[src/rtl/arith_compare_pkg.sv]
// Shared definitions for the arith_compare slice.
// - Opcode encodings for the 2-bit ctrl input.
// - Bit positions inside the 3-bit relation flag vector {GT,EQ,LT}.
package arith_compare_pkg;

  localparam logic [1:0] OP_ADD = 2'b00;
  localparam logic [1:0] OP_SUB = 2'b01;
  localparam logic [1:0] OP_CMP = 2'b10;
  localparam logic [1:0] OP_RSV = 2'b11;

  localparam int FLAG_GT = 2;
  localparam int FLAG_EQ = 1;
  localparam int FLAG_LT = 0;

endpackage

[src/rtl/arith_compare_magnitude_comparator.sv]
// Combinational unsigned magnitude comparator.
// Ports:
//   a, b : WIDTH-bit unsigned operands
//   gt   : a >  b
//   eq   : a == b
//   lt   : a <  b
// Exactly one of gt/eq/lt is high for any pair of known operands.
module magnitude_comparator #(
  parameter int WIDTH = 4
) (
  input  logic [WIDTH-1:0] a,
  input  logic [WIDTH-1:0] b,
  output logic             gt,
  output logic             eq,
  output logic             lt
);

  always_comb begin
    gt = (a > b);
    eq = (a == b);
    lt = (a < b);
  end

endmodule

[src/rtl/arith_compare_top.sv]
// Registered add / subtract / compare unit.
// Ports:
//   clk    : clock, all state on rising edge
//   rst    : synchronous active-high reset, clears result and flag
//   A, B   : WIDTH-bit unsigned operands
//   ctrl   : opcode (ADD, SUB, CMP, reserved)
//   result : registered WIDTH-bit result, wraps modulo 2^WIDTH
//   flag   : registered one-hot relation {A>B, A==B, A<B}
// One cycle latency, a new operation every cycle, no handshake.
module arith_compare_top
  import arith_compare_pkg::*;
#(
  parameter int WIDTH = 4
) (
  input  logic             clk,
  input  logic             rst,
  input  logic [WIDTH-1:0] A,
  input  logic [WIDTH-1:0] B,
  input  logic [1:0]       ctrl,
  output logic [WIDTH-1:0] result,
  output logic [2:0]       flag
);

  // Both helpers keep only the low WIDTH bits: the carry out of ADD and the
  // borrow out of SUB are intentionally dropped (modular arithmetic).
  function automatic logic [WIDTH-1:0] wrap_add(input logic [WIDTH-1:0] a,
                                                input logic [WIDTH-1:0] b);
    logic [WIDTH-1:0] s;
    s = a + b;
    return s;
  endfunction

  function automatic logic [WIDTH-1:0] wrap_sub(input logic [WIDTH-1:0] a,
                                                input logic [WIDTH-1:0] b);
    logic [WIDTH-1:0] d;
    d = a - b;
    return d;
  endfunction

  logic             gt_p0;
  logic             eq_p0;
  logic             lt_p0;
  logic [WIDTH-1:0] result_p0;
  logic [2:0]       flag_p0;

  magnitude_comparator #(
    .WIDTH (WIDTH)
  ) u_cmp (
    .a  (A),
    .b  (B),
    .gt (gt_p0),
    .eq (eq_p0),
    .lt (lt_p0)
  );

  // Stage p0: combinational opcode mux and flag assembly
  always_comb begin
    result_p0 = '0;
    unique case (ctrl)
      OP_ADD:  result_p0 = wrap_add(A, B);
      OP_SUB:  result_p0 = wrap_sub(A, B);
      OP_CMP:  result_p0 = '0;
      OP_RSV:  result_p0 = '0;
      default: result_p0 = '0;
    endcase

    flag_p0          = 3'b000;
    flag_p0[FLAG_GT] = gt_p0;
    flag_p0[FLAG_EQ] = eq_p0;
    flag_p0[FLAG_LT] = lt_p0;
  end

  // Stage p1: output registers; reset wins over any operation in the same cycle
  always_ff @(posedge clk) begin
    if (rst) begin
      result <= '0;
      flag   <= 3'b000;
    end else begin
      result <= result_p0;
      flag   <= flag_p0;
    end
  end

endmodule

[config.mk]
export PLATFORM = sky130hd
export DESIGN_NAME = arith_compare_top
export DESIGN_NICKNAME = d
export VERILOG_FILES = /design/src/rtl/arith_compare_pkg.sv /design/src/rtl/arith_compare_magnitude_comparator.sv /design/src/rtl/arith_compare_top.sv
export SDC_FILE = /design/constraint.sdc
export NUM_CORES = 1
export LEC_CHECK = 0
export CORE_AREA = 2 2 39 41
export DETAILED_ROUTE_END_ITERATION = 7
export DIE_AREA = 0 0 41 43
export GPL_TIMING_DRIVEN = 0
export PLACE_DENSITY = 0.69
export SYNTH_ARGS = -nofsm -noshare
export SYNTH_HDL_FRONTEND = slang
export SYNTH_SLANG_ARGS = --single-unit
[constraint.sdc]
create_clock -name clk -period 3 [get_ports clk]
set_clock_uncertainty 0.2 [all_clocks]
set_input_delay 0.3 -clock clk [delete_from_list [all_inputs] [get_ports clk]]
set_output_delay 0.3 -clock clk [all_outputs]
set_load 0.005 [all_outputs]
==> results.json, run 1 <==
{
  "run_status": "finished, final reports clean",
  "worst_hold_slack_ns": 0.5135,
  "cp_slowest_cell": "sky130_fd_sc_hd__clkdlybuf4s50_1",
  "synth_adder_area_share": 0.2818,
  "cts_made_buffers": 3,
  "post_synth.cell_area_avg_um2": 10.29,
  "die_height_um": 43,
  "critical_path_data_required_time_ns": 2.92,
  "synth.ff_latch_count": 7,
  "cts_tree": "done",
  "setup_repair_after_global_routing_missed_its_margin": "false",
  "dieArea_mm2": 0.001763,
  "max_clock_freq_mhz": 476.3,
  "synth_top_family_by_area": "adder cells",
  "cts_root_buffer": "sky130_fd_sc_hd__clkbuf_4",
  "synth.cell_area_um2": 452.9,
  "critPathKind": "in -> reg",
  "synth_top_area_share": 0.3094,
  "final_design_area_no_fill_um2": 679.4,
  "synth_xor_xnor_area_share": 0.01934,
  "synth.top_cells.by_area": "sky130_fd_sc_hd__dfxtp_1 (31%), sky130_fd_sc_hd__ha_1 (19%), sky130_fd_sc_hd__fa_1 (8.8%), sky130_fd_sc_hd__inv_1 (5.8%), sky130_fd_sc_hd__nor2b_1 (5.5%)",
  "yosys_warnings": 0,
  "ys_top_cells_by_count": "sky130_fd_sc_hd__dfxtp_1 (7), sky130_fd_sc_hd__ha_1 (7), sky130_fd_sc_hd__inv_1 (7)",
  "final_setup_violation_count": 0,
  "synth_compound_area_frac": 0.1354,
  "irDropWorstVdd_uv": 145.9,
  "start_util": 0.3273,
  "synth_mux_area_frac": 0.02210,
  "port-buffer-count": 18,
  "num_rows": 14,
  "postSynthCellCount": 44,
  "critical_path_buf_inv_count": 2,
  "cts_buffer_depth": 2,
  "vias_per_cell": 4.573,
  "total_stage_count_of_the_critical_path": 7,
  "post_route_cells_drive_above_1_share": 0.09091,
  "hold_fix_buffers_cts": 0,
  "place.detailed.hpwl_um": 653.5,
  "power_per_cell_area_mw_per_mm2": 378.5,
  "drt-initial-drc-count": 2,
  "synth-edff-count": 0,
  "boundaryPins": 19,
  "pin_count_of_the_biggest_net_entering_global_routing": 8,
  "clkSlewWorstSetupHoldPaths_ns": 0.05,
  "postRouteWirelength_um": 767,
  "end_kind": "flop",
  "cpLargestDelayFamily": "buffers and inverters",
  "grt_first_pass_wirelength_mm": 1.338,
  "crit_path_cell_trace": "clkdlybuf4s50_1 -> inv_1 -> ha_1 -> nor2b_1 -> o211a_1 -> nor4_1 -> nor4b_2",
  "post_dp_cell_area_um2": 653.1,
  "post-layout-total-power_w": 0.0002572,
  "number_of_setup_buffers_added_after_cts": 0,
  "hold_violations": 0,
  "worst_path_largest_cell_delay_ns": 0.53,
  "setup_total_negative_slack_ns": 0,
  "hold_class": "in -> reg",
  "antenna_found_initial": 0,
  "synth-async-reset-ratio": 0,
  "grt_pass1_vias": 362,
  "post_synth_cell_types": 19,
  "worst_slew_margin_rel": 0.7546,
  "worst-slew-pin-transition_ns": 0.3589,
  "detail_route.first_pass.iterations": 3,
  "synth.largest_area_cell": "sky130_fd_sc_hd__dfxtp_1",
  "clock_tree.htree_level_count": 1,
  "critPathArrivalTime_ns": 2.02,
  "coreArea_mm2": 0.001384,
  "yosys.area_share.simple": 0.1740,
  "timing.hold.worst_path_depth": 2,
  "dieWidth_um": 41,
  "finish.utilization": 0.4910,
  "start_kind": "input pin",
  "syn_nets": 65,
  "synth-main-ff-cell": "sky130_fd_sc_hd__dfxtp_1",
  "yosysSeqAreaShare": 0.3094,
  "drt_drc_violations_left": 0,
  "period_minus_slack_ns": 2.100,
  "layout_worst_path_cycle_share": 0.6998,
  "cap_violations": 0,
  "cts.sink_count": 7,
  "post_cts_resize_count": 0,
  "crit_path_max_fanout": 3,
  "routedWlPerCell_um": 9.354,
  "routed-via-count": 375,
  "grt_overflow": 0,
  "finalNetCount": 88,
  "grtUsageTotal": 0.1108,
  "antennaDiodeCount": 0,
  "synthToLayoutAreaGrowth_pct": 50.00,
  "report.final.slew_viol_count": 0,
  "static-leakage-power_nw": 0.3075,
  "antenna_left": 0,
  "finalWeightedCongestion": 0.7685
}
## through the flow
step,worst slack [ns],instances
6_report,0.9005,82
4_1_cts,0.9146,82
2_1_floorplan,1.350,44
5_1_grt,0.8463,82
3_3_place_gp,0.6632,78
3_5_place_dp,0.6587,78
## final cells by class
type,instances,area [um^2]
clock buffers,4,26.28
inverters,7,26.28
repair buffers,18,180.2
well taps,16,20.02
fillers,134,704.4
multi-input cells,30,286.5
flip-flops and latches,7,140.1
## cell families after synthesis
kind of cell,after synthesis
adders and majority gates,9
muxes,1
xor gates and xnor gates,1
DFF,7
buffers and inverters,7
and+or+nand+nor,12
AOI/OAI and AO/OA,7
## routing by layer
metal  share of wire  GRT usage  routed length (um)  vias up
met4           0.012    0.08000                   9        0
met5               0          0                   0        -
li1                -          -                   -      195
met1            0.44     0.1331                 338      165
met3           0.073    0.01571                  56        2
met2            0.47     0.1688                 362       13
## layout by cell type (no fill, tap or decap)
cell                              count
sky130_fd_sc_hd__a2111oi_0            1
sky130_fd_sc_hd__a21o_1               1
sky130_fd_sc_hd__a21oi_1              1
sky130_fd_sc_hd__a22o_1               1
sky130_fd_sc_hd__and4_1               1
sky130_fd_sc_hd__clkbuf_1             1
sky130_fd_sc_hd__clkbuf_4             3
sky130_fd_sc_hd__clkdlybuf4s50_1     18
sky130_fd_sc_hd__dfxtp_1              7
sky130_fd_sc_hd__fa_1                 2
sky130_fd_sc_hd__ha_1                 7
sky130_fd_sc_hd__inv_1                7
sky130_fd_sc_hd__mux2i_1              1
sky130_fd_sc_hd__nor2_1               1
sky130_fd_sc_hd__nor2b_1              4
sky130_fd_sc_hd__nor3_1               4
sky130_fd_sc_hd__nor4_1               1
sky130_fd_sc_hd__nor4b_2              1
sky130_fd_sc_hd__o211a_1              1
sky130_fd_sc_hd__o21a_2               1
sky130_fd_sc_hd__o31ai_2              1
sky130_fd_sc_hd__xor2_1               1
## worst paths after layout
kind	end	slack, ns	startpoint
hold / removal	result[0]	0.51	ctrl[1]
setup / recovery	result[3]	0.90	B[1]
## report_power, final
| part | internal (W) | leakage, nW | switching [W] |
|---|---|---|---|
| Sequential | 0.0000997 | 0.0576 | 0.00000136 |
| Combinational | 0.0000434 | 0.235 | 0.0000292 |
| Clock | 0.0000506 | 0.0150 | 0.0000328 |
| Total | 0.000194 | 0.308 | 0.0000634 |
## registers in the layout, summed over array words and instances (netlist names)
register,cells
result,4
flag,3
(Power assumes the default switching activity.)
==> inputs of run 2 (changes only) <==
- PLACE_DENSITY: 0.69 -> 0.72
- clock period: 3 -> 1.7 ns (I/O delays scaled with it)
==> results.json, run 2 (same netlist as run 1, synthesis figures left out) <==
{
  "max_clock_freq_mhz": 613.1,
  "hold_violations": 0,
  "crit_path_max_fanout": 2,
  "post_dp_cell_area_um2": 653.1,
  "final_setup_violation_count": 0,
  "run_status": "finished, final reports clean",
  "antenna_left": 0,
  "place.detailed.hpwl_um": 687.8,
  "max_ffs_per_register": 4,
  "met1_usage": 0.1266,
  "report.final.slew_viol_count": 0,
  "regMostFlops": "result",
  "grt_pass1_vias": 352,
  "critical_path_data_required_time_ns": 1.63,
  "drt_drc_violations_left": 0,
  "cts.sink_count": 7,
  "cts_tree": "done",
  "grt_use_met2": 0.1688,
  "grt-busiest-layer": "met2",
  "period_minus_slack_ns": 1.631,
  "synthToLayoutAreaGrowth_pct": 52.76,
  "irDropWorstVdd_uv": 183.2,
  "die_height_um": 43,
  "worst-slew-pin-transition_ns": 0.3474,
  "cts_made_buffers": 3,
  "routed-via-count": 396,
  "clkSlewWorstSetupHoldPaths_ns": 0.05,
  "final_design_area_no_fill_um2": 691.9,
  "grt_util_met3": 0.01571,
  "grt_overflow": 0,
  "antenna_found_initial": 0,
  "end_kind": "flop",
  "antennaDiodeCount": 0,
  "critPathArrivalTime_ns": 1.56,
  "numPlacedInstances": 78,
  "most_frequent_cells_in_the_layout": "sky130_fd_sc_hd__clkdlybuf4s50_1 (14), sky130_fd_sc_hd__dfxtp_1 (7), sky130_fd_sc_hd__inv_1 (5), sky130_fd_sc_hd__ha_1 (5)",
  "coreArea_mm2": 0.001384,
  "dieArea_mm2": 0.001763,
  "finalWeightedCongestion": 0.7454,
  "finalNetCount": 88,
  "boundaryPins": 19,
  "hold_fix_buffers_cts": 0,
  "post_route_cells_drive_above_1_share": 0.1818,
  "setup_repair_after_global_routing_missed_its_margin": "false",
  "cts_buffer_depth": 2,
  "routedWlPerCell_um": 10.34,
  "start_util": 0.3273,
  "grt_first_pass_wirelength_mm": 1.331,
  "start_kind": "input pin",
  "static-leakage-power_nw": 0.3096,
  "fill_cells": 138,
  "layout_worst_path_cycle_share": 0.9594,
  "dieWidth_um": 41,
  "post-layout-total-power_w": 0.0004638,
  "port-buffer-count": 18,
  "critPathKind": "in -> reg",
  "drt-initial-drc-count": 3,
  "detail_route.first_pass.iterations": 3,
  "num_rows": 14,
  "pin_count_of_the_biggest_net_entering_global_routing": 8,
  "pre_cts_slack_ns": -0.5034,
  "power_per_cell_area_mw_per_mm2": 670.4,
  "setup_ws_ns": 0.06903,
  "layout.cells.most_common": "sky130_fd_sc_hd__clkdlybuf4s50_1",
  "largestRegisters": "result x4, flag x3",
  "postRouteWirelength_um": 848,
  "worst_hold_slack_ns": 0.1525,
  "worst_slew_margin_rel": 0.7624,
  "clock_tree.htree_level_count": 1,
  "grtUsageTotal": 0.1148,
  "cap_violations": 0,
  "cts_root_buffer": "sky130_fd_sc_hd__clkbuf_4",
  "hold_class": "in -> reg",
  "layoutNonFillerInstCount": 82,
  "vias_per_cell": 4.829
}
[run 2: worst max-delay path, stage by stage]
cell                            delay (ns)
sky130_fd_sc_hd__dlygate4sd2_1        0.25
sky130_fd_sc_hd__ha_2                 0.19
sky130_fd_sc_hd__inv_2                0.06
sky130_fd_sc_hd__fa_1                 0.39
sky130_fd_sc_hd__nor2b_1              0.14
sky130_fd_sc_hd__a2111oi_0            0.37
[run 2: repair_timing]
action | in CTS | in global routing
endpoints found under the setup margin | 5 | 1
resized for setup | 8 | 4
setup buffers | 0 | 0
pin swaps | 3 | 1
[run 2: area by class of cell]
class                   count  area, um^2  area share
well taps                  16       20.02     0.02893
flip-flops and latches      7       140.1      0.2025
clock buffers               4       26.28     0.03797
repair buffers             18       171.4      0.2477
multi-input cells          30       307.8      0.4448
inverters                   7       26.28     0.03797
[run 2: stage by stage]
stage / TNS, ns / utilization
finish: 0 / 0.5000
global route: 0 / 0.5000
CTS: 0 / 0.4937
detailed placement: -1.974 / 0.4720
global placement: -1.806 / 0.4720
floorplan: 0 / -
[run 2: path summary, 6_finish.rpt]
path | to | start | depth (start not counted) | slack, ns
hold / removal | result[1] | B[1] | 3 | 0.15
setup / recovery | result[1] | B[0] | 6 | 0.07
[run 2: where the power goes]
part / switching, W / internal, W
Sequential: 0.00000241 / 0.000176
Clock: 0.0000619 / 0.0000896
Combinational: 0.0000556 / 0.0000783
[run 2: metal layers]
metal	part of all wire	wire, um	up-vias
met5	0	0	-
met4	0.034	29	0
met3	0.073	62	2
met2	0.46	390	17
met1	0.43	365	179
li1	-	-	198
